**config.mk**
```make
export PLATFORM = sky130hd
export DESIGN_NAME = vga_sync_gen
export DESIGN_NICKNAME = d
export VERILOG_FILES = /design/src/rtl/vga_sync_gen.sv
export SDC_FILE = /design/constraint.sdc
export NUM_CORES = 1
export LEC_CHECK = 0
export BUFFER_PORTS_ARGS = -buffer_cell sky130_fd_sc_hd__buf_2
export CORE_MARGIN = 8
export CORE_UTILIZATION = 30
export CTS_CLUSTER_DIAMETER = 100
export DETAILED_ROUTE_END_ITERATION = 7
export PLACE_DENSITY = 0.59
export SLEW_MARGIN = 20
export SYNTH_ARGS = -nofsm -noshare
export SYNTH_HDL_FRONTEND = slang
export SYNTH_SLANG_ARGS = --single-unit
```
**constraint.sdc**
```tcl
create_clock -name clock_25_mhz -period 6.4 [get_ports clock_25_mhz]
set_input_delay 0.64 -clock clock_25_mhz [delete_from_list [all_inputs] [get_ports clock_25_mhz]]
set_output_delay 0.64 -clock clock_25_mhz [all_outputs]
set_load 0.02 [all_outputs]
```
**src/rtl/vga_sync_gen.sv**
```systemverilog
// VGA sync generator: registers sync, blanking and position outputs from an upstream hcount
// and tracks the line number. Define FRAME_COUNT_EN to build the completed-frame counter.
module vga_sync_gen #(
  parameter int unsigned H_VISIBLE = 640,
  parameter int unsigned H_FRONT   = 16,
  parameter int unsigned H_SYNC    = 96,
  parameter int unsigned H_BACK    = 48,
  parameter int unsigned V_VISIBLE = 480,
  parameter int unsigned V_FRONT   = 10,
  parameter int unsigned V_SYNC    = 2,
  parameter int unsigned V_BACK    = 33
) (
  input  logic       clock_25_mhz,
  input  logic       reset,
  input  logic [9:0] hcount,
  output logic       hsync,
  output logic       vsync,
  output logic       video_on,
  output logic [9:0] pixel_x,
  output logic [9:0] pixel_y,
  output logic       line_end,
  output logic       frame_start,
  output logic [7:0] frame_count
);

  localparam int unsigned H_TOTAL = H_VISIBLE + H_FRONT + H_SYNC + H_BACK;
  localparam int unsigned V_TOTAL = V_VISIBLE + V_FRONT + V_SYNC + V_BACK;

  localparam logic [9:0] H_VIS      = 10'(H_VISIBLE);
  localparam logic [9:0] H_LAST     = 10'(H_TOTAL - 1);
  localparam logic [9:0] HS_FIRST   = 10'(H_VISIBLE + H_FRONT);
  localparam logic [9:0] HS_LAST    = 10'(H_VISIBLE + H_FRONT + H_SYNC - 1);
  localparam logic [9:0] V_VIS      = 10'(V_VISIBLE);
  localparam logic [9:0] V_LAST     = 10'(V_TOTAL - 1);
  localparam logic [9:0] VS_FIRST   = 10'(V_VISIBLE + V_FRONT);
  localparam logic [9:0] VS_LAST    = 10'(V_VISIBLE + V_FRONT + V_SYNC - 1);

  logic [9:0] v;
  logic       line_last;

  // Out-of-range hcount never matches H_LAST, so it cannot advance the line.
  assign line_last = (hcount == H_LAST);

  always_ff @(posedge clock_25_mhz or posedge reset) begin
    if (reset) begin
      v           <= '0;
      pixel_x     <= '0;
      pixel_y     <= '0;
      hsync       <= 1'b1;
      vsync       <= 1'b1;
      video_on    <= 1'b0;
      line_end    <= 1'b0;
      frame_start <= 1'b0;
    end else begin
      // A corrupted line number (>= V_TOTAL) also wraps to 0 at the line end.
      if (line_last) begin
        v <= (v >= V_LAST) ? '0 : v + 10'd1;
      end
      pixel_x     <= hcount;
      pixel_y     <= v;
      hsync       <= ~((hcount >= HS_FIRST) && (hcount <= HS_LAST));
      vsync       <= ~((v >= VS_FIRST) && (v <= VS_LAST));
      video_on    <= (hcount < H_VIS) && (v < V_VIS);
      line_end    <= line_last;
      frame_start <= (hcount == 10'd0) && (v == 10'd0);
    end
  end

`ifdef FRAME_COUNT_EN
  logic [7:0] frame_count_q;

  always_ff @(posedge clock_25_mhz or posedge reset) begin
    if (reset) begin
      frame_count_q <= '0;
    end else if (line_last && (v == V_LAST)) begin
      frame_count_q <= frame_count_q + 8'd1;
    end
  end

  assign frame_count = frame_count_q;
`else
  assign frame_count = '0;
`endif

endmodule

```
==> impl_metrics.csv <==
group,metric,value,unit
timing,hold_violations,0,
grt,gr-usage-all-layers,9.14,%
timing,setup_ws,4.18,ns
yosys,yosys_warnings,0,
power,power.density,266,mW/mm²
run,max_cap_violations,0,
clocking,cts_buffers,5,
clocking,post_cts_resized,0,
timing,clock_skew,0.00666,ns
clocking,tritoncts,"done",
placed_design,placed_area,0.00160,mm²
floorplan,die_area,0.00709,mm²
power,p_seq_share,49.8,%
timing,max_freq,451,MHz
cells_and_area,multi_input_area,457,µm²
cells_and_area,area_growth,23.1,%
clocking,cts.sinks,35,
power,pwr-share-clk,44.0,%
floorplan,die_width,84.2,µm
routing,wire_per_inst,14.5,µm
cells_and_area,layout.cells.most_common,"buf_2",
yosys,ys_async_sr_fraction,100,%
placed_design,port_buffers,36,
power,leakagePower,0.800,nW
floorplan,pin_count,45,
grt,grt_max_degree,36,
routing,drtIter0Drc,31,
setup_path,r2r-start,"v[5]$_DFFE_PP0P_",
grt,antenna_found_initial,0,
worst_hold_path,hp-class,"in2async",
placed_design,dpl.hpwl,2.29,mm
placed_design,place.gp.congestion,0.785,
clocking,htreeDepth,2,
timing,setup_viol,0,
cells_and_area,design_area,0.00172,mm²
setup_path,end_kind,"flip-flop",
yosys,synth_edf_count,0,
clocking,post-cts-setup-buffers,0,
cells_and_area,fillCellCount,446,
routing,drc_errors,0,
floorplan,start_util,30.4,%
timing,min_period,2.22,ns
yosys,synth_ff_type,"dfrtp_1",
yosys,ys_seq_area_share,62.9,%
routing,num_vias,1014,
yosys,syn_area,0.00140,mm²
setup_path,crit_fanout,9,
setup_path,worstPathArrival,2.43,ns
timing,setup_tns,0,ns
grt,grt_pass1_vias,1077,
cells_and_area,antenna_cells,0,
setup_path,worstSetupStartpointType,"input port",
cells_and_area,drive_above_1_share,33.5,%
clocking,clockRootBuffer,"clkbuf_8",
status,status,"finished, final reports clean",
timing,fin_hold_ws,0.439,ns
routing,viasPerCell,4.78,
yosys,ys_seq_elements,35,
power,p_comb_share,6.2,%
power,peakVddDrop,100,µV
routing,final_antenna_net_count,0,
floorplan,die_h,84.2,µm
setup_path,critPathRequiredTime,6.61,ns
cells_and_area,final_cell_mix,"buf_2, dfrtp_1, nand2_1, conb_1, o21ai_0",
power,switching_share,21.3,%
routing,wl,3.08,mm
placed_design,pre_cts_slack,3.88,ns
power,internal-power,359,µW
power,power.total,457,µW
timing,min_period_over_period,34.7,%
timing,max_slew_margin,60.1,%
grt,grt_overflow,0,
clocking,clk_latency,0.28,ns
power,p_switching,97.3,µW
setup_path,reg2reg_depth,4,
clocking,clk_pin_slew,0.07,ns
yosys,netlist_instances,116,
clocking,clock_path_buffers,2,
timing,slew_violations,0,
cells_and_area,regArea,878,µm²
clocking,cts_hold_buf,0,
floorplan,core,0.00460,mm²
yosys,synth_area_per_cell,12.0,µm²
setup_path,worstReg2RegEnd,"v[6]$_DFFE_PP0P_",
timing,rsz0062_at_grt,"no",
routing,dr.pass1.iters,4,
setup_path,worst-setup-path-type,"in2reg",
yosys,ys_types,35,
timing,tightest_slew,0.593,ns
grt,grt_pass1_wl,5.23,mm
floorplan,row_count,25,
cells_and_area,num-nets-final,171,
setup_path,r2r_slack,4.27,ns
-- per-stage QoR --
stage | utilization (%) | cells
global placement | 34.8 | 204
floorplan | - | 123
global route | 37.4 | 212
CTS | 37.4 | 212
detailed placement | 34.8 | 204
finish | 37.4 | 212
-- cell usage after synthesis (all sizes together) (2+ instances only) --
cell     instances  share of area, %
and4             3               1.9
nor4             2              0.90
or4              3               1.9
a22o             4               2.6
buf             10               5.5
a2bb2oi          2               1.3
nor2b            2              0.90
nor3             6               2.2
dfrtp           33                59
or3              2              0.90
nand3            3               1.1
ha               2               1.8
o31ai            2               1.1
nor2             4               1.1
dfstp            2               3.8
a21oi            2              0.72
nand2           11               3.0
nand4            2              0.90
inv              3              0.81
o21ai            7               2.5
-- worst max path at each step --
stage	startpoint	end	slack (ns)
4_1_cts	hcount[5]	v[6]$_DFFE_PP0P_	4.19
6_report	hcount[5]	v[6]$_DFFE_PP0P_	4.18
5_1_grt	hcount[5]	v[3]$_DFFE_PP0P_	4.15
3_5_place_dp	hcount[5]	v[6]$_DFFE_PP0P_	3.88
3_3_place_gp	hcount[5]	v[6]$_DFFE_PP0P_	3.93
2_1_floorplan	hcount[5]	v[6]$_DFFE_PP0P_	4.12
-- worst max-delay path, cell delays in order --
cell	delay [ns]
buf_2	0.13
or4b_4	0.55
or3_1	0.47
or4_4	0.56
o211ai_2	0.08
-- logic make-up (layout without fill, tap and decap cells) --
logic type / Yosys count / count (layout) / share of synthesized area (%)
buffers and inverters: 13 / 48 / 6.27
other: 1 / 8 / 0.269
flip-flops: 35 / 35 / 62.9
adder cells (fa/ha/maj): 2 / 2 / 1.79
AO/OA/AOI/OAI: 21 / 21 / 10.7
AND/OR/NAND/NOR: 44 / 44 / 18.1
-- state kept, by name, indices dropped and copies added, names as in the netlist --
| register | cells |
|---|---|
| frame_start | 1 |
| hsync | 1 |
| line_end | 1 |
| vsync | 1 |
| pixel_y | 10 |
| pixel_x | 10 |
| v | 10 |
| video_on | 1 |
-- layout make-up --
| class | count | area share (%) |
|---|---|---|
| Clock buffer | 6 | 4.80 |
| Multi-Input combinational cell | 75 | 26.6 |
| Timing Repair Buffer | 37 | 10.9 |
| Sequential cell | 35 | 51.1 |
| Inverter | 3 | 0.655 |
| Clock inverter | 2 | 2.04 |
| Tap cell | 54 | 3.93 |
-- routing by layer --
metal	routed length (µm)	part of all wire [%]	GRT usage, %
met5	0	0	0
met4	61	2.0	4.71
met3	273	8.9	4.26
met2	1320	43	13.3
met1	1430	46	10.9
-- power by group through the flow --
stage,combinational (mW),clock [mW],sequential (mW)
global placement,0.0284,0,0.231
detailed placement,0.0288,0,0.231
global route,0.0315,0.218,0.228
finish,0.0283,0.201,0.227
CTS,0.0289,0.208,0.227
floorplan,0.0140,0,0.237
No activity file was read; power rests on OpenSTA's default activity.
